[src/rtl/ame_sobel_ctrl.sv]
// Block sequencer for the AME Sobel 4x4 datapath: walks a CU of 4x4 blocks in raster
// order, fetching six lines per block, feeding the Sobel core and handing results downstream.
module ame_sobel_ctrl #(
  parameter int BLK_X_MAX      = 16,
  parameter int BLK_Y_MAX      = 16,
  parameter int LINE_DATA_BITS = 8,
  parameter int LINE_IDX_BITS  = 6
) (
  input  logic                        clk_i,
  input  logic                        rst_i,
  input  logic                        start_i,
  input  logic                        dir_i,
  input  logic [4:0]                  blk_x_num_i,
  input  logic [4:0]                  blk_y_num_i,
  output logic                        busy_o,
  output logic                        done_o,
  output logic                        mem_rd_en_o,
  output logic [LINE_IDX_BITS-1:0]    mem_rd_line_o,
  output logic [LINE_IDX_BITS-1:0]    mem_rd_ofs_o,
  input  logic [6*LINE_DATA_BITS-1:0] mem_rd_data_i,
  output logic                        sobel_init_o,
  output logic [6*LINE_DATA_BITS-1:0] sobel_line_o,
  input  logic                        sobel_done_i,
  output logic                        res_valid_o,
  input  logic                        res_ready_i,
  output logic [3:0]                  res_bx_o,
  output logic [3:0]                  res_by_o
);

  typedef enum logic [2:0] {IDLE, FETCH, WAIT, OUT, DONE} state_t;

  state_t     state;
  logic       dir;
  logic [4:0] x_num, y_num;
  logic [3:0] bx, by;
  logic [2:0] k;
  logic       last_bx, last_blk;
  logic [3:0] nxt_bx, nxt_by;

  function automatic logic [4:0] clamp_dim(input logic [4:0] d, input int mx);
    if (d == 5'd0) return 5'd1;
    if (int'(d) > mx) return 5'(mx);
    return d;
  endfunction

  // Line index along the filter axis, edge-clamped to the CU extent.
  function automatic logic [LINE_IDX_BITS-1:0] line_idx(input logic d, input logic [3:0] x,
      input logic [3:0] y, input logic [4:0] xn, input logic [4:0] yn, input logic [2:0] kk);
    int a, hi, v;
    a  = d ? int'(y) : int'(x);
    hi = 4 * (d ? int'(yn) : int'(xn)) - 1;
    v  = 4 * a - 1 + int'(kk);
    if (v < 0) v = 0;
    else if (v > hi) v = hi;
    return LINE_IDX_BITS'(v);
  endfunction

  function automatic logic [LINE_IDX_BITS-1:0] ofs_idx(input logic d, input logic [3:0] x,
      input logic [3:0] y);
    return LINE_IDX_BITS'({(d ? x : y), 2'b00});
  endfunction

  assign sobel_line_o = mem_rd_data_i;
  assign last_bx      = ({1'b0, bx} == x_num - 5'd1);
  assign last_blk     = last_bx && ({1'b0, by} == y_num - 5'd1);
  assign nxt_bx       = last_bx ? 4'd0 : bx + 4'd1;
  assign nxt_by       = last_bx ? by + 4'd1 : by;

  always_ff @(posedge clk_i) begin
    if (rst_i) begin
      state         <= IDLE;
      dir           <= 1'b0;
      x_num         <= 5'd1;
      y_num         <= 5'd1;
      bx            <= '0;
      by            <= '0;
      k             <= '0;
      busy_o        <= 1'b0;
      done_o        <= 1'b0;
      mem_rd_en_o   <= 1'b0;
      mem_rd_line_o <= '0;
      mem_rd_ofs_o  <= '0;
      sobel_init_o  <= 1'b0;
      res_valid_o   <= 1'b0;
      res_bx_o      <= '0;
      res_by_o      <= '0;
    end else begin
      done_o       <= 1'b0;
      sobel_init_o <= 1'b0;
      case (state)
        IDLE: if (start_i) begin
          dir           <= dir_i;
          x_num         <= clamp_dim(blk_x_num_i, BLK_X_MAX);
          y_num         <= clamp_dim(blk_y_num_i, BLK_Y_MAX);
          bx            <= '0;
          by            <= '0;
          k             <= '0;
          busy_o        <= 1'b1;
          mem_rd_en_o   <= 1'b1;
          mem_rd_line_o <= '0;
          mem_rd_ofs_o  <= '0;
          state         <= FETCH;
        end
        FETCH: begin
          // Init rides with the k=0 data, which arrives one cycle after its read.
          sobel_init_o <= (k == 3'd0);
          if (k == 3'd5) begin
            mem_rd_en_o   <= 1'b0;
            mem_rd_line_o <= '0;
            mem_rd_ofs_o  <= '0;
            state         <= WAIT;
          end else begin
            k             <= k + 3'd1;
            mem_rd_line_o <= line_idx(dir, bx, by, x_num, y_num, k + 3'd1);
          end
        end
        WAIT: if (sobel_done_i) begin
          res_valid_o <= 1'b1;
          res_bx_o    <= bx;
          res_by_o    <= by;
          state       <= OUT;
        end
        OUT: if (res_ready_i) begin
          res_valid_o <= 1'b0;
          if (last_blk) begin
            done_o <= 1'b1;
            busy_o <= 1'b0;
            state  <= DONE;
          end else begin
            bx            <= nxt_bx;
            by            <= nxt_by;
            k             <= '0;
            mem_rd_en_o   <= 1'b1;
            mem_rd_line_o <= line_idx(dir, nxt_bx, nxt_by, x_num, y_num, 3'd0);
            mem_rd_ofs_o  <= ofs_idx(dir, nxt_bx, nxt_by);
            state         <= FETCH;
          end
        end
        DONE:    state <= IDLE;
        default: state <= IDLE;
      endcase
    end
  end

endmodule
[config.mk]
export PLATFORM = sky130hd
export DESIGN_NAME = ame_sobel_ctrl
export DESIGN_NICKNAME = d
export VERILOG_FILES = /design/src/rtl/ame_sobel_ctrl.sv
export SDC_FILE = /design/constraint.sdc
export NUM_CORES = 1
export LEC_CHECK = 0
export ABC_AREA = 1
export CAP_MARGIN = 20
export CORE_MARGIN = 4
export CORE_UTILIZATION = 49
export DETAILED_ROUTE_END_ITERATION = 7
export GPL_TIMING_DRIVEN = 0
export PLACE_DENSITY = 0.87
export SETUP_SLACK_MARGIN = 0.15
export SYNTH_ARGS = -nofsm -noshare
export SYNTH_HDL_FRONTEND = slang
export SYNTH_SLANG_ARGS = --single-unit
export TNS_END_PERCENT = 30
[constraint.sdc]
create_clock -name clk_i -period 7.3 [get_ports clk_i]
set_input_delay 1.095 -clock clk_i [delete_from_list [all_inputs] [get_ports clk_i]]
set_output_delay 1.095 -clock clk_i [all_outputs]
set_load 0.03 [all_outputs]
# ---- Yosys cells after proc, flatten, opt, wreduce, memory -nomap -nowiden
# Cells that the tools add are included.
dict set report op_classes {
  magnitude_cmp 6
  eq_ne 13
  mux 75
  n_reduce_logical 19
  addsub 9
  bitwise_logic 3
}
# cell n
set op_table {}
lappend op_table {{6-bit two-way mux} 11}
lappend op_table {{5-bit two-way mux} 9}
lappend op_table {{4-bit two-way mux} 10}
lappend op_table {{6-bit one-hot mux with 3 select lines} 2}
lappend op_table {{1-bit two-way mux} 27}
lappend op_table {{3-bit two-way mux} 9}
lappend op_table {{4-bit one-hot mux with 2 select lines} 2}
lappend op_table {{4-bit AND reduction} 4}
lappend op_table {{2-bit inequality test, second input constant} 7}
lappend op_table {{6-bit by 1-bit subtractor with 7-bit output, second input constant} 2}
lappend op_table {{3-bit one-hot mux with 4 select lines} 1}
lappend op_table {{4-bit by 5-bit == test with 1-bit output} 2}
lappend op_table {{5-bit greater-than comparator, second input constant} 2}
lappend op_table {{5-bit logical NOT} 2}
lappend op_table {{5-bit AND reduction} 2}
lappend op_table {{5-bit by 1-bit subtractor with 5-bit output, second input constant} 2}
lappend op_table {{3-bit one-hot mux with 3 select lines} 1}
lappend op_table {{4-bit by 1-bit adder with 4-bit output, second input constant} 2}
lappend op_table {{7-bit by 4-bit adder with 8-bit output} 1}
lappend op_table {{7-bit by 8-bit greater-than comparator with 1-bit output} 1}
lappend op_table {{8-bit greater-than comparator} 1}
lappend op_table {{8-bit by 1-bit < comparator with 1-bit output, second input constant} 1}
lappend op_table {{7-bit by 1-bit subtractor with 8-bit output, second input constant} 1}
lappend op_table {{7-bit by 1-bit < comparator with 1-bit output, second input constant} 1}
lappend op_table {{other kinds (15)} 22}
dict set report word_totals {
  input_bits 64
  word_cells 141
  register_bits 50
  output_inout_bits 73
}

# ---- Longest topological paths before layout
dict set report logic_depth {
  depth_word 11
  depth_mapped 29
  ltp_nobuf 28
}

# ---- Worst setup path before layout
# Ideal clock, no wire load.
dict set report synth_timing {
  kind {flip-flop to flip-flop}
  from {reg x_num[0]}
  to {reg mem_rd_line_o[4]}
  arrival_ns 3.268
  path_buffers 1
  period_less_slack_ns 3.402
  setup_slack_ns 3.898
  stages_incl_launch_ff 28
  t_required_ns 7.166
  setup_ns 0.134
  path_cell_list {dfxtp_1 inv_2 ha_1 nand2_1 inv_1 nor2_1 nand3_1 nor2_1 nand2_2 buf_6 nand2_2 nand2_1 nand2_2 ha_1 nand2_2 nor2_2 ha_1 nand2_1 nor2_1 a211oi_1 a21o_1 nand3b_1 inv_1 nand2_1 nand3_1 nand2_1 nand2_1 a21oi_1}
}
dict set report synth_via {
  elab_chain_cells 11
  word_cells_on_any_way 22
  classes_between {3 x add/sub; 3 x order compare; 2 x eq/ne; 12 x mux; 2 x reduce/logical}
}
# item line
set synth_rtl {}
lappend synth_rtl {{from (decl)} 34} ;# logic [4:0] x_num, y_num;
lappend synth_rtl {{from (signal assigned)} 93} ;# x_num <= clamp_dim(blk_x_num_i, BLK_X_MAX);
lappend synth_rtl {{5-bit by 1-bit subtractor with 5-bit output} 64} ;# assign last_bx = ({1'b0, bx} == x_num - 5'd1);
lappend synth_rtl {{4-bit by 5-bit == test with 1-bit output} 64}
lappend synth_rtl {{4-bit two-way mux (on tied branches)} {66, 67}}
lappend synth_rtl {{4-bit two-way mux} 50} ;# a = d ? int'(y) : int'(x);
lappend synth_rtl {{6-bit by 1-bit subtractor with 7-bit output} 52} ;# v = 4 * a - 1 + int'(kk);
lappend synth_rtl {{7-bit by 8-bit greater-than comparator with 1-bit output} 54} ;# else if (v > hi) v = hi;
lappend synth_rtl {{6-bit two-way mux} 54}
lappend synth_rtl {{6-bit two-way mux} 53} ;# if (v < 0) v = 0;
lappend synth_rtl {{6-bit two-way mux} 125} ;# if (last_blk) begin
lappend synth_rtl {{6-bit two-way mux} 123} ;# OUT: if (res_ready_i) begin
lappend synth_rtl {{6-bit one-hot mux with 3 select lines} 90} ;# case (state)
lappend synth_rtl {{to (signal assigned)} 114} ;# mem_rd_line_o <= line_idx(dir, bx, by, x_num, y_num, k + 3'd1);
lappend synth_rtl {{to (signal assigned)} 134} ;# mem_rd_line_o <= line_idx(dir, nxt_bx, nxt_by, x_num, y_num, 3'd0);
lappend synth_rtl {{to (decl)} 18} ;# output logic [LINE_IDX_BITS-1:0] mem_rd_line_o,
# Several ways; a longest one is shown, not always the timed one. The select of a mux whose other input is x is not followed.
# A chain may end at the register's enable or synchronous reset.

# ---- Worst setup path in the final report
dict set report layout_timing {
  from {reg x_num[0]}
  to {reg mem_rd_line_o[2]}
}
# Same word-level chain as after synthesis.

==> flow_summary_export.csv <==
group,metric,value,unit
outcome,status,"complete, no violations",
synth,synth_flop_cell,"dfxtp_1",
synth,synth_top_family_by_area,"simple AND/OR/NAND/NOR gates",
route,drt-initial-drc-count,230,
cells_and_area,final_layout_size_suffix_gt1_frac,0.149,
synth,synthSimpleGateAreaFrac,0.294,
global_routing,antenna_found_initial,0,
timing,hold_viol,0,
clock_tree,clk_pin_slew,0.09,ns
synth,synth-compound-area-share,0.138,
power_and_ir_drop,intPower,0.000810,W
worst_setup_path,max_stage_delay,0.44,ns
placement,place_hpwl,8600,um
timing,rsz0062_at_grt,"no",
power_and_ir_drop,p_comb_frac,0.699,
power_and_ir_drop,leakagePower,2.21,nW
clock_tree,clock_path_buffers,2,
cells_and_area,area_delta_synth_final,28.5,%
clock_tree,tritoncts,"yes",
floorplan,start_util,0.511,
worst_setup_path,cpMaxStageDelayCell,"dfxtp_1",
route,vias,3825,
timing,setup_viol,0,
timing,relSlewSlack,0.582,
global_routing,grt_start_max_net_pins,15,
synth,synthCells,563,
worst_setup_path,worstSetupStartpointType,"register",
cells_and_area,most-common-layout-cells,"nand2_1 (135), clkdlybuf4s50_1 (85), inv_1 (61)",
clock_tree,htree_levels,2,
synth,post_synth_fa_ha_maj_area_fraction,0.0797,
clock_tree,cts_made_buffers,5,
route,route.antenna.remaining_nets,0,
floorplan,coreArea,7370,um^2
placement,pre_cts_slack,3.30,ns
cells_and_area,final_common_cell,"nand2_1",
power_and_ir_drop,sw_frac_of_total,0.519,
timing,fin_ws,3.17,ns
timing,tightest_slew,0.627,ns
timing,fmax,0.242,GHz
synth,synth-edff-count,0,
clock_tree,ctsResizeCount,0,
timing,whs,0.453,ns
synth,syn_area_per_cell,6.69,um^2
power_and_ir_drop,power_frac_clock,0.100,
clock_tree,cts-root-buf,"clkbuf_8",
power_and_ir_drop,vdd_ir_drop_max,0.000191,V
route,drt_wl_total,10700,um
worst_setup_path,worstPathArrival,4.37,ns
worst_setup_path,required,7.54,ns
placement,portBuffers,85,
worst_setup_path,r2r_slack,3.17,ns
synth,yosys.area.top_type,"dfxtp_1",
worst_setup_path,critPathCapture,"mem_rd_line_o[2]$_SDFFE_PP0P_",
worst_setup_path,r2r_start,"x_num[0]$_SDFFE_PP1P_",
synth,synth.distinct_cells,41,
route,dr.pass1.iters,6,
worst_setup_path,criticalPathCategory,"register to register",
power_and_ir_drop,switchingPower,0.000875,W
route,post_drt_wl_per_cell,14.1,um
cells_and_area,final_cells,756,
timing,fin_crit_sh,0.565,
placement,gp_congestion,0.892,
synth,syn_area,3770,um^2
job,cap_violations,0,
floorplan,ios,137,
worst_setup_path,r2r_end,"mem_rd_line_o[2]$_SDFFE_PP0P_",
timing,tns,0,ns
cells_and_area,antennaDiodeCount,0,
worst_setup_path,crit_fanout,10,
power_and_ir_drop,p_per_area,348,nW/um^2
power_and_ir_drop,pwr-share-seq,0.202,
synth,async_flop_share,0,
floorplan,die_w,95.7,um
global_routing,grt_pass1_wl,16900,um
placement,dp_cells,748,
worst_setup_path,end_kind,"register",
clock_tree,cts.sinks,48,
worst_setup_path,crit_start,"x_num[0]$_SDFFE_PP1P_",
worst_setup_path,cpMostUsedCell,"nand2_1",
route,drc,0,
synth,synth_xor_area_frac,0.0462,
clock_tree,clock_latency,0.30,ns
clock_tree,cts_hold_buffers,0,
worst_setup_path,worstRegToRegCells,26,
global_routing,grt_pass1_vias,3830,
synth,yosysSeqAreaShare,0.255,
global_routing,grt_use_total,0.231,
floorplan,die_h,95.7,um
synth,synth_area_leaders,"dfxtp_1 (26%), nand2_1 (13%), buf_4 (10%), ha_1 (8.0%), inv_1 (6.1%)",
floorplan,rows,31,
timing,drv_slew,0,
synth,synth.area.mux_share,0,
global_routing,grt.overflow.total,0,
cells_and_area,fin_nets,744,
timing,finalClockSkew,0.00796,ns
timing,period_minus_slack,4.13,ns
synth,ys_warn_count,0,
worst_hold_path,worstHoldPathType,"register to register",
floorplan,die_area,9160,um^2
clock_tree,cts_setup_buffers,0,
route,via_per_inst,5.06,
power_and_ir_drop,power.total,0.00169,W
synth,ys_ff_latch,48,
synth,synth_top_area_frac,0.255,
-- critical path: cells and delay by family, from the launching register on --
family / cells / cell delay (ns)
flip-flops: 1 / 0.44
AND/OR/NAND/NOR: 16 / 1.66
AO/OA/AOI/OAI: 4 / 0.82
adder cells (fa/ha/maj): 3 / 0.84
buffers and inverters: 3 / 0.29
-- flip-flops by register name, indices dropped and copies added (netlist names) --
name	flops
done_o	1
bx	4
res_valid_o	1
y_num	5
mem_rd_ofs_o	4
res_bx_o	4
mem_rd_en_o	1
dir	1
busy_o	1
x_num	5
mem_rd_line_o	6
sobel_init_o	1
by	4
k	3
res_by_o	4
state	3
-- Yosys cell counts, types with 2 or more instances --
master and instances:
clkbuf_1 7, nand2_2 9, a22oi_1 3, nor2_1 43, o21ai_1 6, a21oi_1 40, nand3_1 29, nand4_1 2
o211ai_1 5, nor2_4 4, nor3_2 4, nand3_2 3, xnor2_1 6, o21ai_0 27, buf_4 52, a21o_1 2
or2_2 2, dfxtp_1 48, nor2_2 3, xor2_1 12, inv_1 61, nand2_1 135, ha_1 24, a211oi_1 4
inv_2 8, buf_6 2, nor3_1 8
-- cell families (layout without fill, tap and decap cells) --
| kind of cell | Yosys count | in the layout |
|---|---|---|
| AO/OA/AOI/OAI | 93 | 93 |
| XOR/XNOR | 19 | 19 |
| adder cells (fa/ha/maj) | 24 | 24 |
| buffers and inverters | 131 | 224 |
| flip-flops | 48 | 48 |
| other | 1 | 2 |
| AND/OR/NAND/NOR | 247 | 247 |
-- worst min-delay path by stage --
stage	startpoint	end	slack, ns	depth (start not counted)
floorplan	y_num[1]$_SDFFE_PP0P_	y_num[1]$_SDFFE_PP0P_	0.45	2
global placement	res_by_o[3]$_SDFFE_PP0P_	res_by_o[3]$_SDFFE_PP0P_	0.43	2
detailed placement	res_by_o[3]$_SDFFE_PP0P_	res_by_o[3]$_SDFFE_PP0P_	0.43	2
CTS	res_by_o[3]$_SDFFE_PP0P_	res_by_o[3]$_SDFFE_PP0P_	0.46	2
global route	res_by_o[0]$_SDFFE_PP0P_	res_by_o[0]$_SDFFE_PP0P_	0.47	2
finish	res_by_o[3]$_SDFFE_PP0P_	res_by_o[3]$_SDFFE_PP0P_	0.45	2
-- layer usage --
metal / vias up / share of wire / wire (um) / global-route usage
li1: 1936 / - / - / -
met1: 1723 / 0.42 / 4470 / 0.273
met2: 149 / 0.50 / 5350 / 0.420
met3: 17 / 0.061 / 647 / 0.0347
met4: 0 / 0.018 / 191 / 0.0794
met5: - / 0 / 0 / 0
-- layout make-up --
type	instances	area, um^2
multi-input combinational	385	2110
buffer	62	444
sequential	48	961
clock inverter	1	7.51
clock buffer	7	86.3
inverter	69	259
timing repair buffer	85	851
tap	99	124
fill	651	2530
-- power by group through the flow --
stage | Combinational, W | Sequential (W) | Clock, W
6_report | 0.00118 | 0.000340 | 0.000168
4_1_cts | 0.00117 | 0.000339 | 0.000169
2_1_floorplan | 0.000847 | 0.000378 | 0
3_3_place_gp | 0.00111 | 0.000341 | 0
3_5_place_dp | 0.00116 | 0.000344 | 0
5_1_grt | 0.00135 | 0.000344 | 0.000181
-- through the flow --
stage / area [um^2] / util
6_report: 4840 / 0.657
5_1_grt: 4840 / 0.657
4_1_cts: 4840 / 0.657
3_5_place_dp: 4750 / 0.644
3_3_place_gp: 4750 / 0.644
2_1_floorplan: 3770 / -
Power figures use the tool's default switching activity.
